$ cat src/rtl/cnn_pkg.sv
// Shared definitions for the CNN accelerator layer scheduler: layer types,
// descriptor word0 field positions, sequencer state encodings and decoded fields.
package cnn_pkg;

    localparam int DESC_WORDS = 4;

    localparam logic [1:0] LT_CONV = 2'd0;
    localparam logic [1:0] LT_POOL = 2'd1;
    localparam logic [1:0] LT_FC   = 2'd2;
    localparam logic [1:0] LT_RSVD = 2'd3;

    localparam int W0_TYPE_LSB   = 30;
    localparam int W0_KNLS_LSB   = 25;
    localparam int W0_DEPTH_LSB  = 20;
    localparam int W0_WIDTH_LSB  = 14;
    localparam int W0_HEIGHT_LSB = 8;
    localparam int W0_LAST_BIT   = 0;

    localparam logic [4:0] MAX_CH       = 5'd16;
    localparam logic [5:0] MIN_CONV_DIM = 6'd5;

    typedef enum logic [2:0] {
        ST_IDLE   = 3'd0,
        ST_FETCH  = 3'd1,
        ST_CHECK  = 3'd2,
        ST_LAUNCH = 3'd3,
        ST_WAIT   = 3'd4,
        ST_NEXT   = 3'd5,
        ST_DONE   = 3'd6,
        ST_ERR    = 3'd7
    } state_t;

    typedef struct packed {
        logic [1:0] ltype;
        logic [4:0] num_knls;
        logic [4:0] depth;
        logic [5:0] width;
        logic [5:0] height;
        logic       last;
        logic       valid;
    } desc_t;

    // Kernel and channel counts are legal only in 1..16.
    function automatic logic ch_in_range(input logic [4:0] v);
        return (v != 5'd0) && (v <= MAX_CH);
    endfunction

endpackage

$ cat src/rtl/layer_desc_decode.sv
// Combinational decode and legality check of a layer descriptor's first word.
module layer_desc_decode
    import cnn_pkg::*;
(
    input  logic [31:0] word0,
    output desc_t       desc
);

    logic unused_s;
    logic conv_too_small_s;

    assign unused_s = ^word0[7:1];

    // Field extraction plus the reject rules applied before an engine launch.
    always_comb begin
        desc          = '0;
        desc.ltype    = word0[W0_TYPE_LSB +: 2];
        desc.num_knls = word0[W0_KNLS_LSB +: 5];
        desc.depth    = word0[W0_DEPTH_LSB +: 5];
        desc.width    = word0[W0_WIDTH_LSB +: 6];
        desc.height   = word0[W0_HEIGHT_LSB +: 6];
        desc.last     = word0[W0_LAST_BIT];
        conv_too_small_s = (desc.ltype == LT_CONV) &&
                           ((desc.width < MIN_CONV_DIM) || (desc.height < MIN_CONV_DIM));
        desc.valid    = (desc.ltype != LT_RSVD) && ch_in_range(desc.num_knls) &&
                        ch_in_range(desc.depth) && !conv_too_small_s;
    end

endmodule

$ cat src/rtl/layer_sequencer.sv
// Walks the DRAM layer-descriptor table, publishes each layer's configuration
// to the engines, launches the selected engine and waits for its completion.
module layer_sequencer
    import cnn_pkg::*;
#(
    parameter  int DATA_WIDTH = 32,
    parameter  int ADDR_WIDTH = 18,
    parameter  int MAX_LAYERS = 8,
    parameter  int DESC_WORDS = cnn_pkg::DESC_WORDS,
    localparam int LIDX_W     = $clog2(MAX_LAYERS)
) (
    input  logic                  clk,
    input  logic                  srstn,
    input  logic                  start,
    input  logic [ADDR_WIDTH-1:0] desc_base,
    input  logic                  dram_valid,
    input  logic [DATA_WIDTH-1:0] data_in,
    output logic [ADDR_WIDTH-1:0] fetch_addr,
    output logic                  fetch_en_rd,
    output logic                  fetch_active,
    output logic [1:0]            eng_sel,
    output logic                  eng_enable,
    input  logic                  eng_done,
    output logic [4:0]            cfg_num_knls,
    output logic [4:0]            cfg_depth,
    output logic [5:0]            cfg_ifmap_width,
    output logic [5:0]            cfg_ifmap_height,
    output logic [ADDR_WIDTH-1:0] cfg_wts_base,
    output logic [ADDR_WIDTH-1:0] cfg_ifmap_base,
    output logic [ADDR_WIDTH-1:0] cfg_ofmap_base,
    output logic                  busy,
    output logic                  done,
    output logic                  err,
    output logic [LIDX_W-1:0]     layer_idx
);

    state_t                state_r, state_s;
    logic [2:0]            cnt_r;
    logic [ADDR_WIDTH-1:0] base_r;
    logic [DATA_WIDTH-1:0] word0_r;
    logic [ADDR_WIDTH-1:0] word1_r, word2_r, word3_r;
    desc_t                 desc_s;

    layer_desc_decode u_decode (
        .word0 (word0_r[31:0]),
        .desc  (desc_s)
    );

    // State register.
    always_ff @(posedge clk) begin
        if (!srstn) begin
            state_r <= ST_IDLE;
        end else begin
            state_r <= state_s;
        end
    end

    // Next-state logic.
    always_comb begin
        state_s = state_r;
        case (state_r)
            ST_IDLE:   state_s = (start && dram_valid) ? ST_FETCH : ST_IDLE;
            ST_FETCH:  state_s = (cnt_r == 3'd4) ? ST_CHECK : ST_FETCH;
            ST_CHECK:  state_s = desc_s.valid ? ST_LAUNCH : ST_ERR;
            ST_LAUNCH: state_s = ST_WAIT;
            ST_WAIT:   state_s = eng_done ? ST_NEXT : ST_WAIT;
            ST_NEXT:   state_s = (desc_s.last || (layer_idx == LIDX_W'(MAX_LAYERS - 1)))
                                 ? ST_DONE : ST_FETCH;
            ST_DONE:   state_s = ST_IDLE;
            ST_ERR:    state_s = ST_IDLE;
            default:   state_s = ST_IDLE;
        endcase
    end

    // Moore outputs decoded from the state register.
    always_comb begin
        fetch_active = 1'b0;
        fetch_en_rd  = 1'b0;
        fetch_addr   = '0;
        eng_enable   = 1'b0;
        done         = 1'b0;
        busy         = (state_r != ST_IDLE);
        case (state_r)
            ST_FETCH: begin
                fetch_active = 1'b1;
                if (cnt_r != 3'd4) begin
                    fetch_en_rd = 1'b1;
                    fetch_addr  = base_r + ADDR_WIDTH'(layer_idx) * ADDR_WIDTH'(DESC_WORDS)
                                  + ADDR_WIDTH'(cnt_r);
                end else begin
                    fetch_en_rd = 1'b0;
                    fetch_addr  = '0;
                end
            end
            ST_LAUNCH: eng_enable = 1'b1;
            ST_DONE:   done       = 1'b1;
            default:   eng_enable = 1'b0;
        endcase
    end

    // Fetch beat counter: read requests on 0..3, last data beat lands on 4.
    always_ff @(posedge clk) begin
        if (!srstn) begin
            cnt_r <= 3'd0;
        end else if ((state_r == ST_FETCH) && (cnt_r != 3'd4)) begin
            cnt_r <= cnt_r + 3'd1;
        end else begin
            cnt_r <= 3'd0;
        end
    end

    // Capture returning words; data trails its request by one cycle.
    always_ff @(posedge clk) begin
        if (!srstn) begin
            word0_r <= '0;
            word1_r <= '0;
            word2_r <= '0;
            word3_r <= '0;
        end else if (state_r == ST_FETCH) begin
            case (cnt_r)
                3'd1:    word0_r <= data_in;
                3'd2:    word1_r <= data_in[ADDR_WIDTH-1:0];
                3'd3:    word2_r <= data_in[ADDR_WIDTH-1:0];
                3'd4:    word3_r <= data_in[ADDR_WIDTH-1:0];
                default: word0_r <= word0_r;
            endcase
        end else begin
            word0_r <= word0_r;
        end
    end

    // Run bookkeeping: table base, layer index and the sticky error flag.
    always_ff @(posedge clk) begin
        if (!srstn) begin
            base_r    <= '0;
            layer_idx <= '0;
            err       <= 1'b0;
        end else if ((state_r == ST_IDLE) && (state_s == ST_FETCH)) begin
            base_r    <= desc_base;
            layer_idx <= '0;
            err       <= 1'b0;
        end else if ((state_r == ST_NEXT) && (state_s == ST_FETCH)) begin
            layer_idx <= layer_idx + LIDX_W'(1);
        end else if ((state_r == ST_CHECK) && (state_s == ST_ERR)) begin
            err <= 1'b1;
        end else begin
            err <= err;
        end
    end

    // Engine configuration changes only when a legal descriptor is accepted.
    always_ff @(posedge clk) begin
        if (!srstn) begin
            eng_sel          <= 2'd0;
            cfg_num_knls     <= 5'd0;
            cfg_depth        <= 5'd0;
            cfg_ifmap_width  <= 6'd0;
            cfg_ifmap_height <= 6'd0;
            cfg_wts_base     <= '0;
            cfg_ifmap_base   <= '0;
            cfg_ofmap_base   <= '0;
        end else if ((state_r == ST_CHECK) && desc_s.valid) begin
            eng_sel          <= desc_s.ltype;
            cfg_num_knls     <= desc_s.num_knls;
            cfg_depth        <= desc_s.depth;
            cfg_ifmap_width  <= desc_s.width;
            cfg_ifmap_height <= desc_s.height;
            cfg_wts_base     <= word1_r;
            cfg_ifmap_base   <= word2_r;
            cfg_ofmap_base   <= word3_r;
        end else begin
            eng_sel <= eng_sel;
        end
    end

endmodule
$ cat config.mk
export PLATFORM = sky130hd
export DESIGN_NAME = layer_sequencer
export DESIGN_NICKNAME = d
export VERILOG_FILES = /design/src/rtl/cnn_pkg.sv /design/src/rtl/layer_desc_decode.sv /design/src/rtl/layer_sequencer.sv
export SDC_FILE = /design/constraint.sdc
export NUM_CORES = 1
export LEC_CHECK = 0
export CAP_MARGIN = 20
export CORE_ASPECT_RATIO = 1.2
export CORE_MARGIN = 2
export CORE_UTILIZATION = 45
export CTS_CLUSTER_DIAMETER = 80
export DETAILED_ROUTE_END_ITERATION = 7
export GPL_ROUTABILITY_DRIVEN = 1
export GPL_TIMING_DRIVEN = 0
export PLACE_DENSITY_LB_ADDON = 0.12
export SETUP_SLACK_MARGIN = 0.3
export SLEW_MARGIN = 20
export SYNTH_ARGS = -nofsm -noshare
export SYNTH_HDL_FRONTEND = slang
export SYNTH_SLANG_ARGS = --single-unit
export TNS_END_PERCENT = 100
$ cat constraint.sdc
create_clock -name clk -period 8.3 [get_ports clk]
set_clock_uncertainty 0.2 [all_clocks]
set_input_delay 1.66 -clock clk [delete_from_list [all_inputs] [get_ports clk]]
set_output_delay 1.66 -clock clk [all_outputs]
set_load 0.005 [all_outputs]
==> results.toml, run 1 <==
[clock_tree]
clk_latency_ps = 430
cts_buffer_depth = 2
clock-sinks = 185
post_cts_buffers = 0
cts-buffers-inserted = 17
path_clk_slew_ps = 70
cts_resized = 0
cts-root-buf = "clkbuf_16"
h-tree-depth = 4
cts.hold.buffers_added = 0
cts_tree = "done"

[global_route]
grt_pass1_vias = 6362
antenna_found_initial = 0
grt_first_pass_wirelength_um = 32600
track_usage_pct = 22.1
grt_max_degree = 17
overflow = 0

[critical_path]
required_ps = 6440
r2r_cells = 8
reg2reg_to = "cfg_wts_base[10]$_SDFFE_PN0P_"
reg2reg_from = "word0_r[20]$_SDFFE_PN0P_"
startpoint_type = "register"
arrival_ps = 3940
path_max_fanout = 10
end_kind = "output pin"
worstSetupPathType = "reg2out"
r2r_setup_slack_ps = 5990

[power]
p_clk_share_pct = 44.4
p_leak_nw = 3.45
combPwrFrac_pct = 5.8
powerDensity_nw_per_um2 = 175
sw_frac_of_total_pct = 23.2
irDropWorstVdd_v = 0.000143
seqPwrFrac_pct = 49.8
switching_power_w = 0.000420
p_int_w = 0.00139

[drt]
drt_iter0_markers = 401
drtAntennaViolNets = 0
drc_errors = 0
drt_wl_total_um = 20200
wl_per_cell_um = 15.1
via_per_inst = 4.93
num_vias = 6597
drt_pass1_iterations = 5

[logic_synthesis]
yosys-top-cells-count = "366 x nand2_1, 185 x dfxtp_1, 80 x mux2i_1, 72 x a21boi_0, 37 x clkbuf_1"
yosys.area.top_type = "dfxtp_1"
syn-cell-area_um2 = 7900
synth.avg_cell_area_um2 = 8.52
synth_ff_type = "dfxtp_1"
synth_area_leaders = "dfxtp_1 47%, nand2_1 17%, mux2i_1 10%"
synth_warnings = 0
synth-edff-count = 0
ys_ff_latch = 185
syn_nets = 1001
async_reset_ff_share_pct = 0
synth_cells = 928
yosys.area.top_type_share_pct = 46.9
yosysUniqueCellTypes = 44
yosysSeqAreaShare_pct = 46.9
post-synth-top-count-cell = "nand2_1"

[cells_and_area]
seqCellArea_um2 = 3700
fillers = 1625
nets = 1178
area_delta_synth_final_pct = 30.8
insertedDiodeCount = 0
stdcell_count = 1338
drive_gt1_share_pct = 5.64
multi_input_area_um2 = 3840

[sta]
rsz0062_at_grt = "false"
setup_viol = 0
hold_viol = 0
period_minus_slack_ps = 5800
tightest_slew_ps = 660
fin_crit_sh_pct = 69.9
drv_slew = 0
fmax_mhz = 172
fin_setup_tns_ps = 0
slew_headroom_pct = 56.0

[place]
gp_congestion = 0.847
port_buffers = 158
hpwl_um = 14800
dp.cells = 1306

[hold_path]
hp-start = "cfg_ofmap_base[16]$_SDFFE_PN0P_"
hold_depth = 2
hold_path.class = "reg2reg"
hold_end = "cfg_ofmap_base[16]$_SDFFE_PN0P_"

[die]
fp.dieArea_um2 = 18600
ioPinCount = 160
die_h_um = 149
start_util_pct = 45.5
rows = 53
core_um2 = 17400
dieWidth_um = 125

[flow_run]
maxCapViolCount = 0

[status]
status = "completed"
logic make-up (layout without fill, tap and decap cells):
logic type | count (synthesis) | in the layout | synth area share (%)
simple gates | 430 | 430 | 22.1
flops | 185 | 185 | 46.9
compound gates | 135 | 135 | 12.2
mux | 80 | 80 | 10.1
buf+inv | 70 | 260 | 4.53
fa+ha+maj | 18 | 18 | 3.04
xor+xnor | 10 | 10 | 1.11
worst max-delay path: stages (launching register included):
cell	delay [ps]
dfxtp_1	460
inv_1	130
fa_1	510
inv_1	60
fa_1	460
a21o_1	190
a21o_1	200
a21oi_1	290
clkbuf_1	350
o21ai_0	130
a21oi_1	190
clkdlybuf4s50_1	540
how the worst max path moves through the flow:
stage	from	to	slack, ps	depth (start not counted)
floorplan	cnt_r[2]$_SDFF_PN0_	fetch_addr[11]	3870	10
global placement	cnt_r[2]$_SDFF_PN0_	fetch_addr[7]	2990	11
detailed placement	cnt_r[2]$_SDFF_PN0_	fetch_addr[7]	3010	11
finish	cnt_r[2]$_SDFF_PN0_	fetch_addr[7]	2500	11
global route	cnt_r[2]$_SDFF_PN0_	fetch_addr[7]	2290	11
CTS	cnt_r[2]$_SDFF_PN0_	fetch_addr[7]	2520	11
stage by stage:
| step | hold WS [ps] | setup slack (ps) | utilization (%) | instance area (µm²) | power, W |
|---|---|---|---|---|---|
| 3_5_place_dp | 246 | 3010 | 56.2 | 9760 | 0.00103 |
| 4_1_cts | 257 | 2520 | 59.5 | 10300 | 0.00182 |
| 5_1_grt | 275 | 2290 | 59.5 | 10300 | 0.00187 |
| 3_3_place_gp | 242 | 2990 | 56.2 | 9760 | 0.00103 |
| 2_1_floorplan | 235 | 3870 | - | 7900 | 0.000968 |
| 6_report | 253 | 2500 | 59.5 | 10300 | 0.00181 |
cell type report:
class | instances | share of cell area [%]
clock buffers | 18 | 4.15
clock inverters | 14 | 1.44
multi-input cells | 673 | 37.2
well taps | 220 | 2.66
flip-flops and latches | 185 | 35.8
repair buffers | 158 | 15.3
plain buffers | 57 | 2.99
inverters | 13 | 0.472
state kept, by name, summed over array words and instances, names as in the netlist:
signal            count
word0_r              25
state_r               3
layer_idx             3
cfg_wts_base         18
base_r               18
cfg_depth             5
word3_r              18
cfg_ifmap_height      6
cfg_ifmap_base       18
cfg_ofmap_base       18
word2_r              18
err                   1
word1_r              18
cfg_num_knls          5
cnt_r                 3
eng_sel               2
cfg_ifmap_width       6
layout by cell type (no fill, tap or decap), types with 4 or more instances in the layout:
cell	instances
and2_1	8
nor2_1	21
nand2_1	366
dfxtp_1	185
or3_1	4
clkbuf_16	17
clkdlybuf4s50_1	158
a21boi_0	72
and3_1	4
xnor2_1	7
mux2i_1	80
a21oi_1	12
o21ai_0	11
ha_1	16
buf_4	13
clkbuf_1	38
a21boi_1	26
nand3_1	5
clkinv_2	4
buf_6	6
inv_1	12
power by group through the flow:
stage | clock network, W | logic [W] | registers, W
floorplan | 0 | 0.0000485 | 0.000919
global placement | 0 | 0.000105 | 0.000921
detailed placement | 0 | 0.000105 | 0.000921
CTS | 0.000817 | 0.000106 | 0.000901
global route | 0.000855 | 0.000115 | 0.000902
finish | 0.000803 | 0.000104 | 0.000901
metal layers:
| layer | part of all wire (%) | GRT usage (%) | vias up |
|---|---|---|---|
| li1 | - | - | 3391 |
| met3 | 6.3 | 5.49 | 34 |
| met1 | 43 | 27.1 | 2996 |
| met4 | 2.6 | 8.89 | 0 |
| met2 | 48 | 37.3 | 176 |
| met5 | 0 | 0 | - |
No activity file was read; power rests on OpenSTA's default activity.
==> run 2: changes to the inputs <==
==> constraint.sdc (replaced) <==
create_clock -name clk -period 4.8 [get_ports clk]
set_clock_uncertainty 0.2 [all_clocks]
set_input_delay 0.96 -clock clk [delete_from_list [all_inputs] [get_ports clk]]
set_output_delay 0.96 -clock clk [all_outputs]
set_load 0.005 [all_outputs]
==> run 2 against run 1 <==
Effect of this change: die area unchanged; sequential share of layout area decreased by 0.068 points; design area increased by 0.33%; register-to-register slack got worse by 3500 ps; hold slack about the same; non-clock buffer count increased by 1; core utilization increased by 0.19 points; power increased by 73%; sequential power increased by 73%.
==> results.toml, run 2 (synthesis results as in run 1) <==
[status]
status = "completed"

[die]
ioPinCount = 160
dieWidth_um = 125
die_h_um = 149
start_util_pct = 45.5
rows = 53
fp.dieArea_um2 = 18600
core_um2 = 17400

[critical_path]
cp-startpoint = "cnt_r[2]$_SDFF_PN0_"
reg2reg_from = "word0_r[20]$_SDFFE_PN0P_"
required_ps = 3640
end_kind = "output pin"
path_max_fanout = 5
startpoint_type = "register"
arrival_ps = 3190
worstSetupPathType = "reg2out"

[sta]
drv_slew = 0
fin_setup_tns_ps = 0
tightest_slew_ps = 659
fin_crit_sh_pct = 90.5
period_minus_slack_ps = 4350
hold_viol = 0
setup_slack_ps = 454
fmax_mhz = 230
rsz0062_at_grt = "true"
slew_headroom_pct = 56.1
setup_viol = 0

[drt]
wl_per_cell_um = 15.1
drt_iter0_markers = 367
drtAntennaViolNets = 0
drt_wl_total_um = 20300
drc_errors = 0
drt_pass1_iterations = 4
num_vias = 6614
via_per_inst = 4.94

[power]
sw_frac_of_total_pct = 23.3
seqPwrFrac_pct = 49.8
p_clk_share_pct = 44.4
switching_power_w = 0.000729
irDropWorstVdd_v = 0.000250
powerDensity_nw_per_um2 = 302
p_leak_nw = 3.49
p_int_w = 0.00240
combPwrFrac_pct = 5.8

[clock_tree]
cts-buffers-inserted = 17
path_clk_slew_ps = 70
cts_buffer_depth = 2
clock-sinks = 185
cts_tree = "done"
cts-root-buf = "clkbuf_16"
clk_latency_ps = 430
h-tree-depth = 4

[cells_and_area]
stdcell_count = 1339
drive_gt1_share_pct = 6.43
insertedDiodeCount = 0
fillers = 1618
final_cell_mix = "366 x nand2_1, 183 x dfxtp_1, 152 x clkdlybuf4s50_1, 80 x mux2i_1, 72 x a21boi_0"
stdcell_area_um2 = 10400
nets = 1179
area_delta_synth_final_pct = 31.2
top_register = "word0_r"
largest_register_ff_count = 25
final_common_cell = "nand2_1"

[place]
pre_cts_slack_ps = 212
port_buffers = 158
dp.cells = 1306
place_area_um2 = 9760
gp_congestion = 0.847
hpwl_um = 14800

[hold_path]
hold_path.class = "reg2reg"
hp-start = "cfg_ofmap_base[16]$_SDFFE_PN0P_"

[global_route]
grt_pass1_vias = 6375
grt_first_pass_wirelength_um = 32600
track_usage_pct = 22.1
antenna_found_initial = 0
overflow = 0
grt_max_degree = 17

[flow_run]
maxCapViolCount = 0
==> run 2: cell types whose count changed in the layout (fill, tap and decap cells not counted), moves of 2 or more <==
cell	delta
a21oi_2	+3
dfxtp_1	-2
a21oi_1	-3
clkdlybuf4s50_1	-6
dlygate4sd2_1	+6
==> run 2: layer usage <==
layer  vias up  track usage (%)  part of all wire [%]
li1       3397                -                     -
met1      3027             27.0                    43
met2       157             37.4                    48
met3        33             5.49                   6.5
met4         0             8.89                   2.7
met5         -                0                     0
==> run 2: stage by stage <==
step | utilization [%] | total power [W] | hold slack [ps]
CTS | 59.7 | 0.00315 | 257
finish | 59.7 | 0.00313 | 253
detailed placement | 56.2 | 0.00177 | 246
floorplan | - | 0.00167 | 235
global placement | 56.2 | 0.00177 | 242
global route | 59.7 | 0.00324 | 275
==> run 2: what timing repair did <==
item | in CTS | in global routing
hold buffers | 0 | 0
setup endpoints to repair | 12 | 2
setup buffers | 1 | 0
hold endpoints to repair | 0 | 0
gates resized for setup | 16 | 2
pin swaps | 1 | 1
==> run 2: final timing paths <==
check | end | slack [ps] | cells past startpoint
worst max-delay path | fetch_addr[16] | 450 | 10
worst min-delay path | cfg_ofmap_base[16]$_SDFFE_PN0P_ | 250 | 2
worst max register to register | cfg_ifmap_base[13]$_SDFFE_PN0P_ | 2490 | 8
worst min register to register | cfg_ofmap_base[16]$_SDFFE_PN0P_ | 250 | 2
==> run 2: final cells by class <==
class | instances | area (µm²) | area share [%]
flip-flops and latches | 185 | 3710 | 35.8
repair buffers | 159 | 1580 | 15.2
clock buffers | 18 | 429 | 4.14
clock inverters | 14 | 149 | 1.44
plain buffers | 57 | 319 | 3.08
multi-input cells | 673 | 3860 | 37.2
inverters | 13 | 48.8 | 0.470
well taps | 220 | 275 | 2.65
==> run 2: critical path, stage by stage, from the launching register on <==
cell	delay, ps
dfxtp_4	390
inv_1	90
fa_1	500
inv_1	70
ha_1	310
a211oi_2	80
o21ai_1	360
nand3_1	150
xor2_1	160
nor2_1	120
clkdlybuf4s50_1	530
==> run 2: power by group through the flow <==
stage | Sequential (W) | Combinational (W) | Clock [W]
global placement | 0.00159 | 0.000181 | 0
global route | 0.00156 | 0.000199 | 0.00148
finish | 0.00156 | 0.000181 | 0.00139
floorplan | 0.00159 | 0.0000839 | 0
detailed placement | 0.00159 | 0.000181 | 0
CTS | 0.00156 | 0.000182 | 0.00141
